[config.mk]
export PLATFORM = sky130hd
export DESIGN_NAME = vco_freq_detector
export DESIGN_NICKNAME = d
export VERILOG_FILES = /design/src/rtl/vco_pkg.sv /design/src/rtl/vco_code_sat.sv /design/src/rtl/vco_freq_detector.sv
export SDC_FILE = /design/constraint.sdc
export NUM_CORES = 1
export LEC_CHECK = 0
export CELL_PAD_IN_SITES_DETAIL_PLACEMENT = 1
export CELL_PAD_IN_SITES_GLOBAL_PLACEMENT = 1
export CORE_MARGIN = 2
export CORE_UTILIZATION = 42
export CTS_CLUSTER_SIZE = 40
export DETAILED_ROUTE_END_ITERATION = 8
export PLACE_DENSITY = 0.73
export SYNTH_ARGS = -nofsm -noshare
export SYNTH_HDL_FRONTEND = slang
export SYNTH_SLANG_ARGS = --single-unit
[constraint.sdc]
create_clock -name clk -period 4 [get_ports clk]
set_input_delay 0.8 -clock clk [delete_from_list [all_inputs] [get_ports clk]]
set_output_delay 0.8 -clock clk [all_outputs]
set_load 0.05 [all_outputs]
[src/rtl/vco_pkg.sv]
// Shared widths, FSM state encoding and default gate length for the VCO frequency detector.
package vco_pkg;
  localparam int PHASE_W       = 25;
  localparam int CODE_W        = 8;
  localparam int GATE_LOG2_DEF = 16;

  typedef enum logic [1:0] {
    IDLE    = 2'd0,
    ARM     = 2'd1,
    MEASURE = 2'd2,
    CALC    = 2'd3
  } state_t;
endpackage

[src/rtl/vco_code_sat.sv]
// Stateless mapping of mean phase increment to code: subtract offset, arithmetic shift, clamp to 0..255.
module vco_code_sat
  import vco_pkg::*;
#(
  parameter int OFFSET = 0,
  parameter int SHIFT  = 0
) (
  input  logic [PHASE_W-1:0] avg,
  output logic [CODE_W-1:0]  code
);

  // Wide enough for a 25-bit avg minus any 32-bit OFFSET without wrapping.
  localparam int W = 34;
  localparam logic signed [W-1:0] OFF_S = W'(OFFSET);
  localparam logic signed [W-1:0] MAX_S = W'((1 << CODE_W) - 1);

  logic signed [W-1:0] diff;
  logic signed [W-1:0] val;

  always_comb begin
    diff = $signed({{(W-PHASE_W){1'b0}}, avg}) - OFF_S;
    val  = diff >>> SHIFT;
    code = '0;
    if (val[W-1]) begin
      code = '0;
    end else if (val > MAX_S) begin
      code = '1;
    end else begin
      code = val[CODE_W-1:0];
    end
  end

endmodule

[src/rtl/vco_freq_detector.sv]
// Averages VCO phase increments over 2**GATE_LOG2 cycles; result valid start+2**GATE_LOG2+2 edges later.
// Single-entry output: an unconsumed result is overwritten and flagged by sticky overrun.
module vco_freq_detector
  import vco_pkg::*;
#(
  parameter int GATE_LOG2 = GATE_LOG2_DEF,
  parameter int OFFSET    = 0,
  parameter int SHIFT     = 0
) (
  input  logic               clk,
  input  logic               rst,
  input  logic [PHASE_W-1:0] phase_in,
  input  logic               start,
  input  logic               code_ready,
  output logic [CODE_W-1:0]  code,
  output logic               code_valid,
  output logic               busy,
  output logic               overrun
);

  localparam int ACC_W = PHASE_W + GATE_LOG2;
  localparam logic [GATE_LOG2:0] CNT_LAST = (GATE_LOG2+1)'((1 << GATE_LOG2) - 1);
  localparam logic [GATE_LOG2:0] CNT_ONE  = (GATE_LOG2+1)'(1);

  state_t               state;
  logic [PHASE_W-1:0]   phase_prev;
  logic [PHASE_W-1:0]   diff;
  logic [PHASE_W-1:0]   avg;
  logic [ACC_W-1:0]     acc;
  logic [GATE_LOG2:0]   cnt;
  logic [CODE_W-1:0]    code_nxt;

  // Modular subtraction absorbs any phase wrap between consecutive samples.
  assign diff = phase_in - phase_prev;
  assign avg  = acc[ACC_W-1:GATE_LOG2];
  assign busy = (state != IDLE);

  vco_code_sat #(
    .OFFSET (OFFSET),
    .SHIFT  (SHIFT)
  ) u_sat (
    .avg  (avg),
    .code (code_nxt)
  );

  always_ff @(posedge clk or negedge rst) begin
    if (!rst) begin
      state      <= IDLE;
      phase_prev <= '0;
      acc        <= '0;
      cnt        <= '0;
    end else begin
      case (state)
        IDLE: begin
          if (start) state <= ARM;
        end
        ARM: begin
          phase_prev <= phase_in;
          acc        <= '0;
          cnt        <= '0;
          state      <= MEASURE;
        end
        MEASURE: begin
          acc        <= acc + ACC_W'(diff);
          phase_prev <= phase_in;
          cnt        <= cnt + CNT_ONE;
          if (cnt == CNT_LAST) state <= CALC;
        end
        CALC: begin
          state <= IDLE;
        end
        default: state <= IDLE;
      endcase
    end
  end

  // A new result always wins; overrun only when the old one was never taken.
  always_ff @(posedge clk or negedge rst) begin
    if (!rst) begin
      code       <= '0;
      code_valid <= 1'b0;
      overrun    <= 1'b0;
    end else if (state == CALC) begin
      code       <= code_nxt;
      code_valid <= 1'b1;
      if (code_valid && !code_ready) overrun <= 1'b1;
    end else if (code_valid && code_ready) begin
      code_valid <= 1'b0;
    end
  end

endmodule

== After elaboration in Yosys (flattened, before gate mapping) ==
Cells that the tools add are included.

* Register bits: 95
* Word-level logic and storage cells: 35

* Add/sub/neg operators: 3
* Magnitude comparators: 1
* Equal/unequal tests: 6
* Muxes and demuxes: 8
* Reduce and logical (&&, ||, !) cells: 10

{| class="wikitable"
|+ Operators with widths
! cell !! number
|-
| one-hot mux 41 bit (2 select lines) || 1
|-
| adder 41 x 25 -> 41 bit || 1
|-
| one-hot mux 17 bit (2 select lines) || 1
|-
| greater-than comparator 25 x 8 -> 1 bit, second input constant || 1
|-
| subtractor 25 bit || 1
|-
| adder 17 x 1 -> 17 bit, second input constant || 1
|-
| == test 17 x 16 -> 1 bit, second input constant || 1
|-
| 2-to-1 mux 8 bit || 1
|-
| one-hot mux 2 bit (4 select lines) || 1
|-
| nonzero test 2 bit || 3
|-
| == test 2 bit, second input constant || 2
|-
| 2-to-1 mux 2 bit || 2
|-
| inequality test 2 bit, second input constant || 2
|-
| AND reduction 2 bit || 2
|-
| == test 2 x 1 -> 1 bit, second input constant || 1
|-
| logical AND 1 bit || 2
|-
| zero test 2 bit || 1
|-
| 2-to-1 mux 1 bit || 2
|-
| OR reduction 2 bit || 1
|-
| zero test 1 bit || 1
|}

== Depth between registers and ports, before layout ==
Gate-level depths: netlist of run 1.

* Depth after elaboration: 3
* Mapped depth: 21
* Depth with buffers taken out: 20

== By module ==
Synthesis of run 1 repeated with hierarchy kept, for this count alone.

* Cells, all modules: 819
* Area, all modules: 7043.0 µm²

{| class="wikitable"
|+ Modules (own cells, without submodules)
! module !! instances !! cells an instance !! area each (µm²) !! seq. area each (µm²)
|-
| vco_freq_detector || 1 || 795 || 6895.4 || 2377.3
|-
| vco_code_sat || 1 || 24 || 147.6 || 0.0
|}

== Worst setup path after synthesis of run 1 ==
Ideal clock, no wire load.

* Path type: in2reg
* From: input phase_in[0]
* To: register acc[40]
* Library setup time: 0.076 ns
* Arrival: 4.823 ns
* Required time: 3.924 ns
* Path slack: -0.899 ns
* Stages on the path: 19
* Path buffers: 1
* Path through: inv_1 ha_1 fa_1 nor2b_1 o2111ai_1 a31oi_1 nand4_1 a311oi_1 a21o_1 a21oi_1 xnor2_1 ha_1 clkbuf_1 nand4_1 or3_1 o21ai_2 a221oi_4 or4_1 a21oi_2

* Word-level cells in the longest chain between the ends: 3

{| class="wikitable"
|+ Ends and longest elaborated chain
! what !! RTL line !! source
|-
| start, declared || vco_freq_detector.sv:12 || <nowiki>input logic [PHASE_W-1:0] phase_in,</nowiki>
|-
| subtractor 25 bit || vco_freq_detector.sv:34 || <nowiki>assign diff = phase_in - phase_prev;</nowiki>
|-
| adder 41 x 25 -> 41 bit || vco_freq_detector.sv:64 || <nowiki>acc <= acc + ACC_W'(diff);</nowiki>
|-
| one-hot mux 41 bit (2 select lines) || vco_freq_detector.sv:53 || <nowiki>case (state)</nowiki>
|-
| end signal, assigned || vco_freq_detector.sv:64 ||
|-
| end, declared || vco_freq_detector.sv:29 || <nowiki>logic [ACC_W-1:0] acc;</nowiki>
|}

Every way passes these cells.
A chain may end at the register's enable or synchronous reset.

== Worst setup path after layout of run 1 ==
* From: input phase_in[12]
* To: register acc[31]

Same word-level chain as after synthesis.

==> impl_metrics.toml, run 1 <==
[cts]
numCtsBuffers = 9
clk_transition_reported_paths_ns = 0.07
clockBufferDepth = 2
clk_latency_ns = 0.36
cts_sinks = 95
cts.htree.levels = 3
cts_hold_buf = 0
cts_tree = "yes"
root_buffer = "clkbuf_16"

[route]
detail-route-antenna-nets = 0
drt-total-wl_um = 21110
drc = 0
vias = 6135
drtIter0Drc = 314
firstDrtPassIters = 4
vias_per_cell = 5.686
wl_per_cell_um = 19.56

[die]
start_util_pct = 42.62
ioPinCount = 40
fp.dieArea_um2 = 16260
row_count = 45
die_h_um = 127.5
core_um2 = 15030
fp.dieW_um = 127.5

[sta]
fmax_mhz = 219.1
tns_ns = -9.399
tightestPinTransition_ns = 0.9999
layout_setup_ws_ns = -0.5636
finalSetupViolCount = 25
fin_skew_ns = 0.007325
final-hold-violation-count = 0
report.final.slew_viol_count = 0
relSlewSlack_pct = 33.34
fin_crit_sh_pct = 114.1
period_minus_slack_ns = 4.564
grt_setup_unrepaired = "yes"

[logic_synthesis]
synth.area.top_cells = "dfrtp_1 37%, ha_1 11%, o21ai_0 4.5%, xnor2_1 4.5%, nand2_1 4.2%"
syn_area_um2 = 6407
synth_warnings = 0
syn_nets = 793
synth_top_flop_cell = "dfrtp_1"
netlist.area_leader.share_pct = 37.10
synthCells = 707
synth_largest_area_cell = "dfrtp_1"
synth_cell_types = 67
synth-seq-area-share_pct = 37.10
syn_area_per_cell_um2 = 9.063
synth_common_cells = "95 x dfrtp_1, 72 x nand2_1, 58 x o21ai_0, 55 x ha_1, 52 x inv_1"
synth_most_common_cell = "dfrtp_1"
ys_ff_latch = 95
synth_edf_count = 0
async_flop_share_pct = 100.0

[layout]
multiInputGateArea_um2 = 4374
fillers = 1674
antenna_cells = 0
seq_area_um2 = 2377
syn_to_final_growth_pct = 41.28
drive_gt1_share_pct = 31.76
finalNetCount = 972

[run]
maxCapViolCount = 0

[setup_path]
worstSetupPathType = "input pin to flip-flop"
timing.rr.end = "acc[31]$_DFFE_PN0P_"
r2r_cells = 17
critPathArrivalTime_ns = 4.86
critical_path_required_ns = 4.30
path_max_fanout = 3
crit_path_start = "phase_in[12]"
start_kind = "input pin"
r2r-start = "phase_prev[0]$_DFFE_PN0P_"
cp-end-kind = "flip-flop"
reg2reg_slack_ns = -0.44

[place]
place.gp.congestion = 0.8407
port_buffers = 39
dp_hpwl_um = 13540

[global_route]
grt_antenna_before_repair = 0
grt_pass1_vias = 6651
grt_start_max_net_pins = 74
grt-ovfl-total = 0
grt_pass1_wl_um = 32870
grtUsageTotal_pct = 25.19

[worst_hold_path]
hp-start = "overrun$_DFFE_PN0P_"
hold_depth = 1
hold-path-endpoint = "overrun$_DFFE_PN0P_"
hp-class = "flip-flop to flip-flop"

[status]
status = "finished, violations left"
violations = "setup timing"
worst max path at each step:
stage                          end  slack, ns  cells past startpoint
2_1_floorplan  acc[40]$_DFFE_PN0P_      -0.53                     19
3_3_place_gp   acc[32]$_DFFE_PN0P_      -1.40                     19
3_5_place_dp   acc[32]$_DFFE_PN0P_      -1.61                     19
4_1_cts        acc[31]$_DFFE_PN0P_      -0.60                     19
5_1_grt        acc[32]$_DFFE_PN0P_      -0.71                     20
6_report       acc[31]$_DFFE_PN0P_      -0.56                     15
cells by family (layout without fill, tap and decap cells):
kind of cell    after synthesis  count (layout)  share of synthesized area [%]
mux                           6               6                         0.9764
buf+inv                      77             260                          4.706
fa+ha+maj                    57              57                          11.36
simple gates                200             200                          15.06
compound gates              216             217                          23.14
flops                        95              95                          37.10
xor+xnor                     56              56                          7.655
per-layer routing:
| layer | global-route usage [%] | vias to the layer above | part of all wire [%] |
|---|---|---|---|
| li1 | - | 2887 | - |
| met1 | 31.64 | 3124 | 44 |
| met2 | 45.30 | 93 | 52 |
| met3 | 2.764 | 31 | 2.3 |
| met4 | 8.080 | 0 | 2.0 |
| met5 | 0 | - | 0 |
flip-flops by register name (all words and copies together), names as in the netlist:
signal,count
state,2
overrun,1
phase_prev,25
code_valid,1
code,8
acc,41
cnt,17
cell usage in the layout (no fill, tap or decap), types with 22 or more instances in the layout:
master           count
inv_1               51
nor2_1              38
dfrtp_1             95
xnor2_1             28
a21oi_1             29
ha_1                40
nand2_1             71
xor2_1              22
clkdlybuf4s50_1     27
o21ai_0             45
buf_4              136
critical path, stage by stage:
cell	delay [ns]
clkdlybuf4s50_1	0.53
ha_4	0.23
or3_1	0.36
o211ai_1	0.18
a311oi_4	0.19
a221oi_4	0.40
o21bai_4	0.11
a21oi_2	0.22
xnor2_2	0.09
ha_1	0.32
nand4_1	0.12
a2111o_1	0.37
a211o_1	0.35
or4b_1	0.50
nand2_1	0.10
area by class of cell:
cell class / count / area share [%]
multi-input combinational: 536 / 48.32
tap: 188 / 2.598
clock inverter: 6 / 0.7464
clock buffer: 10 / 2.640
sequential: 95 / 26.26
inverter: 55 / 2.419
timing repair buffer: 189 / 17.01
metrics by stage:
step | utilization, % | instance area [µm²] | cells | hold WS [ns] | setup WS, ns
5_1_grt | 60.22 | 9052 | 1079 | 0.5117 | -0.7135
2_1_floorplan | - | 6474 | 707 | 0.4581 | -0.5317
3_5_place_dp | 52.67 | 7918 | 1035 | 0.4796 | -1.606
3_3_place_gp | 52.67 | 7918 | 1035 | 0.4504 | -1.405
4_1_cts | 58.49 | 8792 | 1072 | 0.4944 | -0.6040
6_report | 60.22 | 9052 | 1079 | 0.4815 | -0.5636
repair_timing:
item                                    in CTS  in global routing
setup buffers                               24                 11
cloned                                       1                  0
endpoints found under the setup margin      31                 28
gates resized for setup                    106                 53
pin swaps                                   55                 50
Power of run 1 is left out: the tool's default activity adds up to more than one toggle a clock period on the data nets, which glitch-free logic cannot reach.
==> run 2: changes to the inputs <==
CORE_UTILIZATION = 45   (was 42)
DONT_BUFFER_PORTS = 1   (was unset)
==> run 2 against run 1 <==
  * The run still ends with setup timing left
  * Sequential share of layout area up 2.2 points
  * Design area down 7.7%
  * Fmax up 4.1%
  * Utilization about the same
  * Final cell count down 6.6%
  * Critical endpoint is now acc[36]$_DFFE_PN0P_
==> impl_metrics.toml, run 2 (synthesized netlist as in run 1, its figures left out) <==
[status]
status = "finished, violations left"
violations = "setup timing"

[layout]
reg.largest.list = "acc (41), phase_prev (25), cnt (17)"
top_register = "acc"
seq_area_um2 = 2377
largest_register_ffs = 41
multiInputGateArea_um2 = 4233
antenna_cells = 0
final_common_cell = "buf_4"
syn_to_final_growth_pct = 30.40
drive_gt1_share_pct = 28.74
layout_common_cells = "111 x buf_4, 95 x dfrtp_1, 71 x nand2_1, 50 x inv_1, 49 x ha_1"
finalNetCount = 909
fillers = 1554

[cts]
clk_latency_ns = 0.37
clk_transition_reported_paths_ns = 0.07
cts.htree.levels = 3
root_buffer = "clkbuf_16"
cts_sinks = 95
numCtsBuffers = 9
cts_hold_buf = 0
cts_tree = "yes"
clockBufferDepth = 2

[setup_path]
path_max_fanout = 4
critical_path_required_ns = 4.30
critPathArrivalTime_ns = 4.68
start_kind = "input pin"
worstSetupPathType = "input pin to flip-flop"
cp-end-kind = "flip-flop"

[global_route]
grtUsageTotal_pct = 25.10
grt_pass1_vias = 6224
grt_pass1_wl_um = 30050
grt-ovfl-total = 0
grt_start_max_net_pins = 96
grt_antenna_before_repair = 0

[sta]
fmax_mhz = 228.2
period_minus_slack_ns = 4.383
fin_crit_sh_pct = 109.6
holdWs_ns = 0.1214
finalSetupViolCount = 19
grt_setup_unrepaired = "yes"
tightestPinTransition_ns = 0.6857
fin_skew_ns = 0.01047
report.final.slew_viol_count = 0
layout_setup_ws_ns = -0.3825
final-hold-violation-count = 0
relSlewSlack_pct = 54.22

[route]
wl_per_cell_um = 18.91
vias = 5720
detail-route-antenna-nets = 0
firstDrtPassIters = 4
drtIter0Drc = 204
drt-total-wl_um = 19060
vias_per_cell = 5.675
drc = 0

[die]
fp.dieArea_um2 = 15210
core_um2 = 13880
die_h_um = 123.3
row_count = 43
fp.dieW_um = 123.3
start_util_pct = 46.16
ioPinCount = 40

[place]
port_buffers = 0
place.gp.congestion = 0.8564
dp_hpwl_um = 13130

[worst_hold_path]
hp-class = "input pin to asynchronous set/reset pin"

[run]
maxCapViolCount = 0
run 2: cell types whose count changed in the layout (fill, tap and decap cells not counted), sizes merged:
cell	change
buf	-27
clkdlybuf4s50	-27
clkbuf	-7
inv	+2
a221oi	-1
bufinv	-1
clkinv	-1
dlygate4sd2	-1
run 2: what timing repair did:
item | in CTS | in global routing
pin swaps | 38 | 53
resized for setup | 43 | 66
endpoints found under the setup margin | 22 | 25
setup buffers | 13 | 20
run 2: cell type report:
type	instances	share of cell area (%)
Multi-Input combinational cell	535	50.66
Sequential cell	95	28.45
Timing Repair Buffer	127	12.23
Clock buffer	10	2.740
Tap cell	180	2.695
Inverter	55	2.621
Clock inverter	6	0.5990
run 2: critical path, stage by stage:
cell and delay (ns):
inv_12 0.01, ha_4 0.15, fa_2 0.38, nor2b_4 0.14, o2111ai_2 0.13, a31oi_2 0.19, nand4_1 0.22, a311oi_4 0.36
a21o_1 0.19, a21oi_2 0.06, xnor2_2 0.17, ha_4 0.31, nand4_1 0.16, or3_4 0.38, o21ai_4 0.17, a221oi_4 0.12
buf_4 0.16, or4_4 0.41, a21oi_2 0.14
run 2: metrics by stage:
step / TNS, ns / cells / util (%) / setup WS, ns / cell area (µm²)
finish: -5.140 / 1008 / 60.19 / -0.3825 / 8356
global route: -8.554 / 1008 / 60.19 / -0.5464 / 8356
CTS: -6.197 / 996 / 57.27 / -0.4419 / 7950
detailed placement: -16.19 / 969 / 53.24 / -0.8150 / 7390
global placement: -13.26 / 969 / 53.24 / -0.7235 / 7390
floorplan: -5.835 / 707 / - / -0.5317 / 6474
run 2: final timing paths:
path / startpoint / endpoint / slack (ns) / depth (start not counted)
worst max-delay path: phase_in[0] / acc[36]$_DFFE_PN0P_ / -0.38 / 19
worst min-delay path: rst / cnt[13]$_DFFE_PN0P_ / 0.12 / 0
worst max register to register: phase_prev[0]$_DFFE_PN0P_ / acc[36]$_DFFE_PN0P_ / -0.37 / 18
worst min register to register: acc[15]$_DFFE_PN0P_ / acc[15]$_DFFE_PN0P_ / 0.50 / 1
max in group asynchronous: rst / phase_prev[9]$_DFFE_PN0P_ / 3.73 / 0
min in group clk: acc[15]$_DFFE_PN0P_ / acc[15]$_DFFE_PN0P_ / 0.50 / 1
run 2: per-layer routing:
layer	track usage (%)	routed length (µm)	part of all wire, %	vias up
li1	-	-	-	2755
met1	31.38	8529	45	2878
met2	44.71	9750	51	60
met3	4.843	441	2.3	27
met4	5.540	338	1.8	0
met5	0	0	0	-
Power of run 2 is left out for the same reason.
==> run 3: changes to the inputs <==
SLEW_MARGIN = 20   (was unset)
SYNTH_HIERARCHICAL = 1   (was unset)
==> run 3 against run 2 <==
  * The flow still finishes with violations (setup timing)
  * Critical path depth is 4 higher
  * Via count is 22% higher
  * Flip-flop and latch count stayed put
  * Die area is 9.6% higher
  * Count of clock-buffer cells in the layout stayed put
  * Wire length is 31% higher
  * Area after synthesis is 9.9% higher
  * Synthesized cell count is 16% higher
  * Setup slack worse by 0.12 ns
  * Global-route usage is 0.80 points higher
==> impl_metrics.toml, run 3 <==
[status]
status = "finished, violations left"
violations = "setup timing"

[die]
fp.dieW_um = 129.1
row_count = 45
core_um2 = 15260
start_util_pct = 46.16
ioPinCount = 40
fp.dieArea_um2 = 16670
die_h_um = 129.1

[global_route]
grt-busiest-layer = "met2"
use_met1_pct = 31.60
grt-ovfl-total = 0
grt_start_max_net_pins = 96
grt_use_met2_pct = 47.28
met3_usage_pct = 3.220
grt_pass1_vias = 7150
grt_pass1_wl_um = 34610
grtUsageTotal_pct = 25.90
grt_antenna_before_repair = 0

[sta]
fin_crit_sh_pct = 112.5
finalSetupViolCount = 25
relSlewSlack_pct = 47.95
fin_skew_ns = 0.006329
period_minus_slack_ns = 4.500
tightestPinTransition_ns = 0.7780
layout_setup_ws_ns = -0.5000
holdWs_ns = 0.1270
report.final.slew_viol_count = 0
fmax_mhz = 222.2
grt_setup_unrepaired = "yes"
final-hold-violation-count = 0

[place]
placed_cell_area_um2 = 8190
pre_cts_ws_ns = -0.8611
place.gp.congestion = 0.8992
dp_cells = 1113
dp_hpwl_um = 14860
port_buffers = 0

[layout]
syn_to_final_growth_pct = 31.59
reg.largest.list = "acc (41), phase_prev (25), cnt (17)"
top_register = "acc"
final_cells = 1154
drive_gt1_share_pct = 29.90
seq_area_um2 = 2377
fillers = 1749
final_area_um2 = 9268
antenna_cells = 0
multiInputGateArea_um2 = 4856
final_common_cell = "buf_4"
layout_common_cells = "117 x buf_4, 95 x dfrtp_1, 78 x nand2_1, 70 x inv_1, 50 x o21ai_0"
finalNetCount = 1024
largest_register_ffs = 41

[logic_synthesis]
synth_largest_area_cell = "dfrtp_1"
synth_common_cells = "95 x dfrtp_1, 79 x nand2_1, 74 x inv_1, 64 x o21ai_0, 55 x ha_1"
syn_area_per_cell_um2 = 8.600
synth_warnings = 6
synth_edf_count = 0
async_flop_share_pct = 100.0
syn_nets = 905
synth_most_common_cell = "dfrtp_1"
synth_cell_types = 73
synthCells = 819
netlist.area_leader.share_pct = 33.75
synth.area.top_cells = "dfrtp_1 34%, ha_1 9.8%, o21ai_0 4.5%, nand2_1 4.2%, inv_1 3.9%"
ys_ff_latch = 95
synth-seq-area-share_pct = 33.75
syn_area_um2 = 7043
synth_top_flop_cell = "dfrtp_1"

[route]
detail-route-antenna-nets = 0
firstDrtPassIters = 5
vias_per_cell = 6.048
drtIter0Drc = 385
drt-total-wl_um = 25050
wl_per_cell_um = 21.70
vias = 6979
drc = 0

[cts]
clk_latency_ns = 0.36
clk_transition_reported_paths_ns = 0.07
cts_sinks = 95
cts_hold_buf = 0
root_buffer = "clkbuf_16"
clockBufferDepth = 2
numCtsBuffers = 9
cts.htree.levels = 3
cts_tree = "yes"

[setup_path]
r2r-start = "phase_prev[0]$_DFFE_PN0P_"
cp_num_cells = 23
crit_slowest_cell = "o41a_1"
cp-end-kind = "flip-flop"
cpMostUsedCell = "buf_6"
critPathArrivalTime_ns = 4.80
critical_path.cell_chain = "clkinv_16, ha_4, fa_2, nor2b_4, o31a_1, o41a_1, buf_4, buf_6, nor2_4, o21a_1, o21ai_2, xor2_1, ha_1, and3_4, and4_4, buf_6, and3_4, buf_4, buf_6, a21oi_2, a31oi_2, xor2_1, a31o_2"
timing.rr.end = "acc[22]$_DFFE_PN0P_"
r2r_cells = 22
worstSetupPathType = "input pin to flip-flop"
path_max_fanout = 4
crit_family = "compound AO/OA/AOI/OAI gates"
cp_num_buf_inv = 6
start_kind = "input pin"
slowest_delay_ns = 0.39
reg2reg_slack_ns = -0.45
critical_path_required_ns = 4.30

[run]
maxCapViolCount = 0

[worst_hold_path]
hp-class = "input pin to asynchronous set/reset pin"
run 3: changes by cell type in the layout (fill, tap and decap cells not counted), moves of 7 or more:
cell       previous run  this run
xnor2_1              29        19
o2bb2ai_1            20         0
nor4_1                2         9
o22ai_1               0        18
mux2_2                2        10
nand3_1              14        27
inv_1                50        70
nor3_1                6        13
nor2b_1               3        11
o22a_1                8         0
and3_1                2        15
or2_2                 1         8
o211ai_1              5        12
nand2_1              71        78
run 3: logic make-up (layout without fill, tap and decap cells):
| kind of cell | Yosys count | count (layout) | synth area share, % |
|---|---|---|---|
| flops | 95 | 95 | 33.75 |
| xor+xnor | 47 | 47 | 5.845 |
| mux | 15 | 15 | 2.310 |
| fa+ha+maj | 57 | 57 | 10.34 |
| simple gates | 264 | 264 | 19.28 |
| compound gates | 236 | 236 | 22.12 |
| buf+inv | 105 | 229 | 6.360 |
run 3: how the worst max path moves through the flow:
stage                     start                  end  slack (ns)
CTS                 phase_in[0]  acc[35]$_DFFE_PN0P_       -0.26
detailed placement  phase_in[0]  acc[37]$_DFFE_PN0P_       -0.86
global placement    phase_in[0]  acc[39]$_DFFE_PN0P_       -0.70
global route        phase_in[0]  acc[37]$_DFFE_PN0P_       -0.58
floorplan           phase_in[0]  acc[37]$_DFFE_PN0P_       -0.34
finish              phase_in[0]  acc[22]$_DFFE_PN0P_       -0.50
run 3: worst register-to-register path, stage by stage (launching register included):
cell,delay [ns]
dfrtp_1,0.39
ha_4,0.15
fa_2,0.23
nor2b_4,0.05
o31a_1,0.28
o41a_1,0.39
buf_4,0.16
buf_6,0.11
nor2_4,0.11
o21a_1,0.19
o21ai_2,0.08
xor2_1,0.15
ha_1,0.33
and3_4,0.22
and4_4,0.29
buf_6,0.12
and3_4,0.23
buf_4,0.14
buf_6,0.09
a21oi_2,0.06
a31oi_2,0.23
xor2_1,0.21
a31o_2,0.18
run 3: final cells by class:
| cell class | instances | area share [%] |
|---|---|---|
| well taps | 211 | 2.849 |
| multi-input cells | 619 | 52.40 |
| repair buffers | 139 | 12.42 |
| clock buffers | 10 | 2.579 |
| flip-flops and latches | 95 | 25.65 |
| inverters | 74 | 3.281 |
| clock inverters | 6 | 0.8235 |
run 3: stage by stage:
stage	TNS [ns]	utilization (%)
global placement	-11.11	53.68
global route	-9.580	60.74
floorplan	-2.979	-
CTS	-2.031	57.06
finish	-6.957	60.74
detailed placement	-14.41	53.68
run 3: routing by layer:
metal,wire length (µm),part of all wire [%],up-vias
met1,10240,41,3514
met3,898,3.6,89
met4,1136,4.5,0
li1,-,-,3177
met2,12770,51,199
met5,0,0,-
run 3: timing repair:
action	4_1_cts	5_1_grt
gates resized for setup	30	93
buffers inserted	6	21
pin swaps	30	51
endpoints found under the setup margin	22	28
cloned	1	0
Power of run 3 is left out for the same reason.
